`config.mk`:
```
export PLATFORM = sky130hd
export DESIGN_NAME = seq_unlock_detector
export DESIGN_NICKNAME = d
export VERILOG_FILES = /design/src/rtl/seq_unlock_detector.sv
export SDC_FILE = /design/constraint.sdc
export NUM_CORES = 1
export LEC_CHECK = 0
export ABC_AREA = 0
export ABC_CLOCK_PERIOD_IN_PS = 2100
export BUFFER_PORTS_ARGS = -buffer_cell sky130_fd_sc_hd__buf_2
export CORE_MARGIN = 2
export CORE_UTILIZATION = 47
export DETAILED_ROUTE_END_ITERATION = 12
export GPL_ROUTABILITY_DRIVEN = 0
export MAX_ROUTING_LAYER = met4
export PLACE_DENSITY = 0.78
export SYNTH_ARGS = -nofsm -noshare
export SYNTH_HDL_FRONTEND = slang
export SYNTH_SLANG_ARGS = --single-unit
export TNS_END_PERCENT = 100
```
`constraint.sdc`:
```
create_clock -name clk -period 2.1 [get_ports clk]
set_input_delay 0.105 -clock clk [delete_from_list [all_inputs] [get_ports clk]]
set_output_delay 0.105 -clock clk [all_outputs]
set_load 0.05 [all_outputs]
```
`src/rtl/seq_unlock_detector.sv`:
```
// -----------------------------------------------------------------------------
// seq_unlock_detector
//
// Watches a stream of qualified accesses for any of NUM_KEYS secret address
// sequences (each KEY_LEN entries long). When a full sequence is seen, the
// block enters STREAM and shifts out that channel's RESP_W-bit response word,
// LSB first, one bit per subsequent access. Partial progress in HUNT is
// discarded after TIMEOUT consecutive idle cycles.
//
// Ports
//   clk        : clock, all state changes on rising edge
//   rst        : synchronous active-high reset
//   acc_valid  : one qualified access this cycle
//   acc_addr   : compared address field of the access
//   keys       : key k entry i at [(k*KEY_LEN+i)*ADDR_W +: ADDR_W]
//   resp       : response word of key k at [k*RESP_W +: RESP_W]
//   unlocked   : high while streaming
//   unlock_id  : channel that last unlocked
//   sdrd       : current response data bit (registered)
//   sdrd_oe    : sdrd drive enable
// -----------------------------------------------------------------------------
module seq_unlock_detector #(
  parameter int ADDR_W   = 4,
  parameter int KEY_LEN  = 6,
  parameter int NUM_KEYS = 2,
  parameter int RESP_W   = 8,
  parameter int TIMEOUT  = 255
) (
  input  logic                                          clk,
  input  logic                                          rst,
  input  logic                                          acc_valid,
  input  logic [ADDR_W-1:0]                             acc_addr,
  input  logic [NUM_KEYS*KEY_LEN*ADDR_W-1:0]            keys,
  input  logic [NUM_KEYS*RESP_W-1:0]                    resp,
  output logic                                          unlocked,
  output logic [((NUM_KEYS > 1) ? $clog2(NUM_KEYS) : 1)-1:0] unlock_id,
  output logic                                          sdrd,
  output logic                                          sdrd_oe
);

  localparam int ID_W   = (NUM_KEYS > 1) ? $clog2(NUM_KEYS) : 1;
  localparam int IDX_W  = $clog2(KEY_LEN);
  localparam int CNT_W  = $clog2(RESP_W + 1);
  localparam int IDLE_W = $clog2(TIMEOUT + 1);

  typedef enum logic [0:0] {
    ST_HUNT   = 1'b0,
    ST_STREAM = 1'b1
  } state_t;

  // ---------------------------------------------------------------------------
  // Key / response unpacking
  // ---------------------------------------------------------------------------
  logic [ADDR_W-1:0] key_tab  [NUM_KEYS][KEY_LEN];
  logic [RESP_W-1:0] resp_tab [NUM_KEYS];

  genvar gk, gi;
  generate
    for (gk = 0; gk < NUM_KEYS; gk++) begin : g_unpack
      assign resp_tab[gk] = resp[gk*RESP_W +: RESP_W];
      for (gi = 0; gi < KEY_LEN; gi++) begin : g_entry
        assign key_tab[gk][gi] = keys[(gk*KEY_LEN + gi)*ADDR_W +: ADDR_W];
      end
    end
  endgenerate

  // ---------------------------------------------------------------------------
  // State
  // ---------------------------------------------------------------------------
  state_t             state_reg,   state_next;
  logic [IDX_W-1:0]   idx_reg      [NUM_KEYS];
  logic [IDX_W-1:0]   idx_next     [NUM_KEYS];
  logic [IDLE_W-1:0]  idle_reg,    idle_next;
  logic [RESP_W-1:0]  shift_reg,   shift_next;
  logic [CNT_W-1:0]   bit_cnt_reg, bit_cnt_next;
  logic [ID_W-1:0]    id_reg,      id_next;

  // ---------------------------------------------------------------------------
  // Per-channel matching
  //   hit       : address equals the entry this channel is waiting for
  //   first_hit : address equals entry 0, so a mismatch restarts at index 1
  //   done      : hit on the last entry (sequence complete, if acc_valid)
  // ---------------------------------------------------------------------------
  logic [NUM_KEYS-1:0] hit;
  logic [NUM_KEYS-1:0] first_hit;
  logic [NUM_KEYS-1:0] done;
  logic [IDX_W-1:0]    idx_step [NUM_KEYS];

  generate
    for (gk = 0; gk < NUM_KEYS; gk++) begin : g_chan
      assign hit[gk]       = (acc_addr == key_tab[gk][idx_reg[gk]]);
      assign first_hit[gk] = (acc_addr == key_tab[gk][0]);
      assign done[gk]      = hit[gk] && (idx_reg[gk] == IDX_W'(KEY_LEN - 1));
      assign idx_step[gk]  = hit[gk]       ? IDX_W'(idx_reg[gk] + 1'b1) :
                             first_hit[gk] ? IDX_W'(1) : '0;
    end
  endgenerate

  // Lowest completing channel wins; scan from the top so the last write is
  // the lowest index.
  logic            win_any;
  logic [ID_W-1:0] win_id;

  always_comb begin
    win_any = 1'b0;
    win_id  = '0;
    for (int k = NUM_KEYS - 1; k >= 0; k--) begin
      if (done[k]) begin
        win_any = 1'b1;
        win_id  = ID_W'(k);
      end
    end
  end

  // ---------------------------------------------------------------------------
  // Next-state logic
  // ---------------------------------------------------------------------------
  always_comb begin
    state_next   = state_reg;
    idx_next     = idx_reg;
    idle_next    = idle_reg;
    shift_next   = shift_reg;
    bit_cnt_next = bit_cnt_reg;
    id_next      = id_reg;

    case (state_reg)
      ST_HUNT: begin
        if (acc_valid) begin
          idle_next = '0;
          if (win_any) begin
            state_next   = ST_STREAM;
            id_next      = win_id;
            shift_next   = resp_tab[win_id];
            bit_cnt_next = '0;
            for (int k = 0; k < NUM_KEYS; k++) idx_next[k] = '0;
          end else begin
            idx_next = idx_step;
          end
        end else begin
          if (idle_reg != IDLE_W'(TIMEOUT)) begin
            idle_next = IDLE_W'(idle_reg + 1'b1);
          end
          // This idle cycle is the TIMEOUT-th in a row (or later): drop progress.
          if (idle_reg >= IDLE_W'(TIMEOUT - 1)) begin
            for (int k = 0; k < NUM_KEYS; k++) idx_next[k] = '0;
          end
        end
      end

      ST_STREAM: begin
        // Address content is ignored here and the idle timer is parked.
        idle_next = '0;
        if (acc_valid) begin
          if (bit_cnt_reg == CNT_W'(RESP_W - 1)) begin
            state_next   = ST_HUNT;
            shift_next   = '0;
            bit_cnt_next = '0;
          end else begin
            shift_next   = shift_reg >> 1;
            bit_cnt_next = CNT_W'(bit_cnt_reg + 1'b1);
          end
        end
      end

      default: begin
        state_next = ST_HUNT;
      end
    endcase
  end

  // ---------------------------------------------------------------------------
  // State registers
  // ---------------------------------------------------------------------------
  always_ff @(posedge clk) begin
    if (rst) begin
      state_reg   <= ST_HUNT;
      for (int k = 0; k < NUM_KEYS; k++) idx_reg[k] <= '0;
      idle_reg    <= '0;
      shift_reg   <= '0;
      bit_cnt_reg <= '0;
      id_reg      <= '0;
    end else begin
      state_reg   <= state_next;
      idx_reg     <= idx_next;
      idle_reg    <= idle_next;
      shift_reg   <= shift_next;
      bit_cnt_reg <= bit_cnt_next;
      id_reg      <= id_next;
    end
  end

  // Outputs decode registers only; nothing from the inputs reaches them
  // combinationally.
  assign unlocked  = (state_reg == ST_STREAM);
  assign sdrd_oe   = (state_reg == ST_STREAM);
  assign sdrd      = (state_reg == ST_STREAM) & shift_reg[0];
  assign unlock_id = id_reg;

endmodule

```
---- Yosys cells after proc, flatten, opt, wreduce, memory -nomap -nowiden ----
Index checks and enable logic that the tools add are counted.
word-level totals
  register bits ........................... 28
  input port bits ......................... 71
  output and inout bits ................... 4
  word-level logic and storage cells ...... 75
cells by class
  $add $sub $neg .......................... 4
  magnitude comparators ................... 4
  equal/unequal tests ..................... 12
  muxes and demuxes ....................... 37
  bitwise gates (word level) .............. 5
  reductions and logical operators ........ 6
operators with widths
  kind                                                      count
  two-way mux 8 bit                                         8
  two-way mux 4 bit                                         8
  case mux 8 bit (2 select lines)                           2
  binary-select mux 4 bit (select 3 bit)                    2
  two-way mux 6 bit                                         3
  == test 4 bit                                             4
  two-way mux 1 bit                                         9
  adder 8 x 1 -> 8 bit, second input constant               1
  greater-or-equal comparator 4 bit, second input constant  2
  greater-or-equal comparator 8 bit, second input constant  1
  inequality test 8 bit, second input constant              1
  NOT 3 -> 4 bit                                            2
  case mux 4 bit (2 select lines)                           1
  two-way mux 7 bit                                         1
  adder 3 x 1 -> 3 bit, second input constant               2
  == test 3 bit, second input constant                      2
  two-way mux 3 bit                                         2
  inequality test 2 bit, second input constant              3
  AND reduction 3 bit                                       2
  adder 4 x 1 -> 4 bit, second input constant               1
  == test 4 x 3 -> 1 bit, second input constant             1
  inequality test 3 bit, second input constant              1
  greater-or-equal comparator 2 bit, second input constant  1
  logical AND 1 bit                                         2
  other kinds (6)                                           6

---- Logic depth before layout (Yosys ltp) ----
Gate-level depths: netlist (run 1).
  depth in word-level cells ............... 15
  depth in mapped cells ................... 12
  gate-level depth less buffers ........... 8

---- Worst setup path before layout (run 1) ----
No wires, ideal clock.
  path kind ............................... reg2reg
  start point ............................. reg idx_reg[4] in the netlist's numbering
  end point ............................... reg shift_reg[0]
  setup time .............................. 0.128 ns
  data arrival time ....................... 2.148 ns
  data required time ...................... 1.972 ns
  slack ................................... -0.176 ns
  stages on the path, launching flop included .. 13
  buffers on the path ..................... 4
  period minus slack after synthesis ...... 2.276 ns
  cell sequence ........................... dfxtp_1 buf_2 buf_6 mux2i_1 xnor2_1 o22ai_1 o22ai_2 nor3_2 buf_6 nand2b_1 buf_2 mux2i_1 o221ai_2
on the way
  longest elaborated chain between the ends .. 14
  elaborated cells on any way between the ends .. 18
  those cells by class .................... eq/ne: 3; mux: 11; bitwise: 2; reduce/logical: 2
ends and longest elaborated chain
  what                                                   RTL line  source
  start, declared                                        71        logic [IDX_W-1:0] idx_reg [NUM_KEYS];
  start signal, assigned                                 184       idx_reg <= idx_next;
  NOT 3 -> 4 bit (not written as such)                   91        assign hit[gk] = (acc_addr == key_tab[gk][idx_reg[gk]]);
  binary-select mux 4 bit (select 3 bit)                 91
  two-way mux 4 bit (not written as such) (2 in series)  91
  == test 4 bit                                          91
  logical AND 1 bit *                                    93        assign done[gk] = hit[gk] && (idx_reg[gk] == IDX_W'(KEY_LEN - 1));
  two-way mux 1 bit                                      108       if (done[k]) begin
  NOT 1 -> 2 bit (not written as such)                   133       shift_next = resp_tab[win_id];
  two-way mux 8 bit (not written as such) (3 in series)  133
  two-way mux 8 bit                                      130       if (win_any) begin
  two-way mux 8 bit                                      128       if (acc_valid) begin
  case mux 8 bit (2 select lines)                        126       case (state_reg)
  end signal, assigned                                   186       shift_reg <= shift_next;
  end, declared                                          74        logic [RESP_W-1:0] shift_reg, shift_next;
Mark *: on every way between the ends. The rest lies on a longest branch, timed or not. The select of a mux whose other input is x is not followed.
A chain may end at the register's enable or synchronous reset.

---- Worst setup path after layout (run 1) ----
  start point ............................. reg idx_reg[4] in the netlist's numbering
  end point ............................... reg idx_reg[1] in the netlist's numbering
on the way
  longest elaborated chain between the ends .. 9
  elaborated cells on any way between the ends .. 10
  those cells by class .................... eq/ne: 2; mux: 6; bitwise: 1; reduce/logical: 1
ends and longest elaborated chain
  what                                                   RTL line
  NOT 3 -> 4 bit (not written as such)                   91
  binary-select mux 4 bit (select 3 bit)                 91
  two-way mux 4 bit (not written as such) (2 in series)  91
  == test 4 bit                                          91
  logical AND 1 bit *                                    93
  two-way mux 1 bit *                                    108
  two-way mux 6 bit *                                    130
  two-way mux 6 bit *                                    128
Marks and branches as above.

==> results of run 1 <==
## layer usage
metal / track usage / vias to the layer above
li1: - / 1186
met1: 0.267 / 1108
met2: 0.335 / 39
met3: 0.0361 / 8
met4: 0.0317 / 0
met5: - / -
## synthesized netlist by cell type, types with 4 or more instances
library cell,count,share of area
a21oi_1,4,0.0085
a31oi_1,5,0.013
and3_1,11,0.029
buf_2,6,0.013
buf_6,6,0.029
clkbuf_1,5,0.0079
dfxtp_1,28,0.24
ha_1,7,0.037
inv_1,6,0.0095
mux2i_1,32,0.14
nand2_1,5,0.0079
nand2b_1,11,0.029
nand3_1,8,0.017
nand4_1,4,0.011
nor2_1,21,0.033
nor3_1,5,0.011
o21ai_0,15,0.032
o221ai_2,6,0.038
o22ai_1,10,0.026
or3_1,12,0.032
xnor2_1,25,0.093
## cell usage in the layout, fill, tap and decap left out, types with 3 or more instances in the layout
cell type / count
a211oi_1: 3
a21oi_1: 4
a31oi_1: 5
a32oi_1: 3
and3_1: 9
buf_2: 74
buf_4: 25
buf_6: 3
clkbuf_8: 3
dfxtp_1: 24
dfxtp_4: 4
ha_1: 7
inv_1: 6
mux2i_1: 23
mux2i_2: 6
mux2i_4: 3
nand2_1: 5
nand2b_1: 10
nand3_1: 8
nand4_1: 4
nor2_1: 20
nor3_1: 5
o211ai_1: 3
o21ai_0: 14
o221ai_2: 6
o22ai_1: 6
o22ai_2: 5
or3_1: 10
xnor2_1: 25
## final cells by class
| cell class | instances | area (µm²) |
|---|---|---|
| repair buffers | 104 | 627 |
| multi-input cells | 219 | 1780 |
| clock buffers | 3 | 41.3 |
| inverters | 6 | 22.5 |
| well taps | 67 | 83.8 |
| fillers | 368 | 1650 |
| flip-flops and latches | 28 | 576 |
## path summary, 6_finish.rpt
kind	from	to	depth (start not counted)
max	idx_reg[4]$_SDFFE_PP0P_	idx_reg[1]$_SDFFE_PP0P_	12
min	resp[15]	shift_reg[7]$_SDFFE_PP0P_	3
max reg2reg	idx_reg[4]$_SDFFE_PP0P_	idx_reg[1]$_SDFFE_PP0P_	12
min reg2reg	idle_reg[7]$_SDFFE_PP0P_	idle_reg[7]$_SDFFE_PP0P_	1
## cells by family after synthesis
kind of cell / synth area share
simple gates: 0.216
compound gates: 0.213
mux: 0.136
flops: 0.237
buf+inv: 0.0684
xor+xnor: 0.0927
fa+ha+maj: 0.0371
## power by group
part / switching [mW] / leakage (nW) / total (mW) / internal, mW
logic: 0.137 / 1.00 / 0.298 / 0.161
clock network: 0.155 / 0.0216 / 0.284 / 0.129
registers: 0.00731 / 0.229 / 0.538 / 0.530
total: 0.299 / 1.25 / 1.12 / 0.820
## per-stage QoR
| step | TNS (ns) | utilization | area [µm²] | hold WS [ns] | std cells |
|---|---|---|---|---|---|
| 6_report | -1.75 | 0.655 | 3130 | 0.132 | 427 |
| 5_1_grt | -3.70 | 0.655 | 3130 | 0.138 | 427 |
| 4_1_cts | -1.03 | 0.630 | 3020 | 0.129 | 420 |
| 3_5_place_dp | -5.69 | 0.597 | 2860 | 0.412 | 414 |
| 3_3_place_gp | -3.63 | 0.597 | 2860 | 0.407 | 414 |
| 2_1_floorplan | -0.588 | - | 2390 | 0.302 | 273 |
## worst min-delay path: cells and delay by family
family / cells / cell delay, ns
compound gates: 2 / 0.18
buf+inv: 1 / 0.07
## what timing repair did
action | in CTS | in global routing
pin swaps | 9 | 14
endpoints found under the hold margin | 0 | 0
resized for setup | 25 | 16
setup buffers | 3 | 7
setup endpoints to repair | 19 | 18
==> flow_metrics.py, run 1 <==
metrics = {
    "status": {
        "outcome": "complete, but fails checks",
        "violations": "negative setup slack",
    },
    "timing": {
        "slew_viol_final": 0,
        "post-route-min-period_ns": 2.31,
        "setup_viol": 18,
        "tightestPinTransition_ns": 0.618,
        "fin_ws_ns": -0.206,
        "finalCritPeriodShare": 1.10,
        "hold_violations": 0,
        "slew_headroom": 0.587,
        "skew_ns": 0.00247,
        "max_freq_ghz": 0.434,
        "rsz0062_at_grt": "true",
    },
    "placement": {
        "portBuffers": 74,
        "pre_cts_ws_ns": -0.459,
        "hpwl_mm": 4.34,
    },
    "yosys": {
        "async_flop_share": 0,
        "syn_avg_cell_area_um2": 8.65,
        "synth_area_um2": 2360,
        "syn_nets": 351,
        "postSynthCellCount": 273,
        "ys_ff_latch": 28,
        "synthDistinctLibCells": 47,
        "synth_edf_count": 0,
        "ys_seq_area_frac": 0.237,
        "ys.flop_type": "dfxtp_1",
        "ys_warn_count": 0,
    },
    "clocking": {
        "cts_tree": "yes",
        "cts_buffer_depth": 2,
        "clk_latency_ns": 0.27,
        "numCtsBuffers": 3,
        "cts.sinks": 28,
        "htree_levels": 1,
        "clk_pin_slew_ns": 0.09,
        "holdBufCountCts": 0,
        "cts_root_buf": "clkbuf_8",
    },
    "worst_setup_path": {
        "cp.arrival_ns": 2.51,
        "cp.required_ns": 2.30,
        "crit_path_frequent_cell": "buf_4",
        "worst-path-buf-inv": 4,
        "reg2reg_setup_slack_ns": -0.21,
        "crit_type": "flip-flop to flip-flop",
        "cp_max_fo": 8,
        "cp_top_family": "buffers and inverters",
        "cp-end-kind": "flip-flop",
        "start_kind": "flip-flop",
        "crit_chain": "buf_8 -> mux2i_1 -> xnor2_1 -> o22ai_1 -> o22ai_2 -> nor3_2 -> buf_4 -> buf_6 -> nand4b_1 -> buf_4 -> a2bb2oi_2 -> nor2_1",
        "critPathSlowestCell": "dfxtp_4",
        "max_stage_delay_ns": 0.37,
    },
    "floorplanning": {
        "fp-row-count": 25,
        "core-area_um2": 4790,
        "die_x_um": 74.9,
        "die_h_um": 74.9,
        "dieArea_um2": 5610,
        "io_pins": 75,
        "start_util": 0.493,
    },
    "route": {
        "wl_met2_mm": 3.10,
        "drc": 0,
        "drt_pre_antenna_iters": 4,
        "wl_met3_um": 173,
        "routed_wl_mm": 6.01,
        "drt-wirelength-per-cell_um": 14.1,
        "wl_met1_mm": 2.69,
        "highest_layer": "met4",
        "drt.antenna.violating_nets": 0,
        "vias": 2341,
        "drt_iter0_drc": 133,
        "via_per_inst": 5.48,
    },
    "finish": {
        "area_growth_pct": 32.8,
        "final_nets": 440,
        "drive_above_1_share": 0.411,
        "antenna_cells": 0,
    },
    "flow_run": {
        "drv_cap": 0,
    },
    "global_routing": {
        "grt_antenna_before_repair": 0,
        "grt_max_degree": 26,
        "grt_pass1_wl_mm": 8.89,
        "grt.total_usage": 0.204,
        "first_global_vias": 2075,
        "grt_overflow": 0,
    },
    "pwr": {
        "power_density_nw_per_um2": 357,
        "p_leak_nw": 1.25,
        "ir_drop_mv": 0.384,
        "power.total_mw": 1.12,
    },
    "worst_hold_path": {
        "hold_path.class": "input port to flip-flop",
    },
}
Note: power is estimated with default switching activity, not from simulation.
==> run 2, diff against run 1 <==
- CELL_PAD_IN_SITES_DETAIL_PLACEMENT: unset -> 1
- CELL_PAD_IN_SITES_GLOBAL_PLACEMENT: unset -> 2
- CORE_UTILIZATION: 47 -> 27
- PLACE_DENSITY: 0.78 -> unset
- PLACE_DENSITY_LB_ADDON: unset -> 0.1
==> flow_metrics.py, run 2 (synthesis gave the netlist of run 1 again) <==
metrics = {
    "pwr": {
        "power.total_mw": 1.16,
        "power_density_nw_per_um2": 347,
        "ir_drop_mv": 0.199,
        "p_leak_nw": 1.32,
    },
    "worst_hold_path": {
        "hold_path_end": "shift_reg[2]$_SDFFE_PP0P_",
        "holdPathStages": 3,
        "hold_path.class": "input port to flip-flop",
        "min_from": "resp[2]",
    },
    "clocking": {
        "htree_levels": 1,
        "cts.sinks": 28,
        "clk_pin_slew_ns": 0.10,
        "numCtsBuffers": 3,
        "holdBufCountCts": 0,
        "cts_root_buf": "clkbuf_8",
        "cts_tree": "yes",
        "cts_buffer_depth": 2,
        "clk_latency_ns": 0.28,
    },
    "global_routing": {
        "grt.total_usage": 0.158,
        "grt_antenna_before_repair": 0,
        "grt_max_degree": 26,
        "first_global_vias": 2538,
        "grt_overflow": 0,
        "grt_pass1_wl_mm": 12.3,
    },
    "floorplanning": {
        "io_pins": 75,
        "fp-row-count": 34,
        "die_x_um": 97.5,
        "start_util": 0.275,
        "core-area_um2": 8590,
        "die_h_um": 97.5,
        "dieArea_um2": 9510,
    },
    "finish": {
        "antenna_cells": 0,
        "final_nets": 444,
        "layout_common_cells": "74 x buf_2, 24 x dfxtp_1, 24 x buf_4",
        "drive_above_1_share": 0.456,
        "area_growth_pct": 41.7,
        "fin_cells": 472,
        "num-fill-cells": 1017,
        "mostFrequentLayoutCell": "buf_2",
    },
    "status": {
        "outcome": "complete, but fails checks",
        "violations": "negative setup slack",
    },
    "route": {
        "via_per_inst": 5.06,
        "drt_iter0_drc": 38,
        "routed_wl_mm": 7.19,
        "drt.antenna.violating_nets": 0,
        "vias": 2390,
        "drc": 0,
        "drt_pre_antenna_iters": 4,
        "drt-wirelength-per-cell_um": 15.2,
    },
    "worst_setup_path": {
        "r2r-start": "idx_reg[4]$_SDFFE_PP0P_",
        "cp.arrival_ns": 2.50,
        "cp-end-kind": "flip-flop",
        "reg2reg_setup_slack_ns": -0.21,
        "start_kind": "flip-flop",
        "worstReg2RegEnd": "shift_reg[6]$_SDFFE_PP0P_",
        "cp.required_ns": 2.30,
        "cp_max_fo": 8,
        "crit_type": "flip-flop to flip-flop",
        "rr_worst_depth": 9,
    },
    "placement": {
        "hpwl_mm": 5.22,
        "portBuffers": 74,
        "numPlacedInstances": 457,
        "pre_cts_ws_ns": -0.466,
    },
    "timing": {
        "hold_violations": 0,
        "post-route-min-period_ns": 2.31,
        "skew_ns": 0.00622,
        "rsz0062_at_grt": "true",
        "setup_viol": 10,
        "tightestPinTransition_ns": 0.600,
        "max_freq_ghz": 0.434,
        "fin_ws_ns": -0.206,
        "finalCritPeriodShare": 1.10,
        "slew_viol_final": 0,
        "slew_headroom": 0.599,
    },
    "flow_run": {
        "drv_cap": 0,
    },
}
run 2: changes by cell type in the layout (fill, tap and decap cells not counted), sizes merged:
| cell | change |
|---|---|
| buf | +3 |
| o31a | +1 |
run 2: cell type report:
class	instances	area, µm²	share of cell area
well taps	108	135	0.0404
inverters	6	22.5	0.00673
multi-input cells	220	1890	0.565
flip-flops and latches	28	573	0.171
repair buffers	107	682	0.204
clock buffers	3	41.3	0.0123
run 2: layer usage:
metal / GRT usage / up-vias / routed length [µm]
met1: 0.204 / 1128 / 3440
li1: - / 1202 / -
met5: - / - / 0
met4: 0.0288 / 0 / 36
met2: 0.271 / 58 / 3410
met3: 0.0173 / 2 / 303
run 2: worst max-delay path by stage:
stage,startpoint,end
floorplan,idx_reg[1]$_SDFFE_PP0P_,shift_reg[5]$_SDFFE_PP0P_
detailed placement,idx_reg[1]$_SDFFE_PP0P_,shift_reg[6]$_SDFFE_PP0P_
global placement,idx_reg[1]$_SDFFE_PP0P_,shift_reg[5]$_SDFFE_PP0P_
CTS,idx_reg[1]$_SDFFE_PP0P_,shift_reg[2]$_SDFFE_PP0P_
finish,idx_reg[4]$_SDFFE_PP0P_,shift_reg[6]$_SDFFE_PP0P_
global route,idx_reg[4]$_SDFFE_PP0P_,shift_reg[6]$_SDFFE_PP0P_
run 2: metrics by stage:
stage / util / hold slack (ns) / cell area (µm²) / TNS [ns]
2_1_floorplan: - / 0.302 / 2390 / -0.588
3_3_place_gp: 0.341 / 0.403 / 2930 / -5.02
3_5_place_dp: 0.341 / 0.409 / 2930 / -6.08
4_1_cts: 0.372 / 0.118 / 3190 / -1.48
5_1_grt: 0.389 / 0.127 / 3340 / -3.10
6_report: 0.389 / 0.120 / 3340 / -1.42
run 2: what timing repair did:
action,CTS,global route
gates resized for setup,33,24
buffers inserted,9,5
pin swaps,23,18
setup endpoints to repair,20,20
gates cloned,1,0
run 2: power by group:
group	switching, mW	leakage [nW]	total [mW]	internal (mW)
Combinational	0.151	1.07	0.316	0.164
Clock	0.178	0.0216	0.307	0.129
Sequential	0.00711	0.229	0.539	0.531
run 2: worst max-delay path: stages (launching register included):
cell and delay, ns:
dfxtp_4 0.38, buf_4 0.16, or3_1 0.36, and3_1 0.20, o22ai_4 0.18, nor3_4 0.09
buf_6 0.13, buf_4 0.12, o31a_4 0.32, a311oi_2 0.27
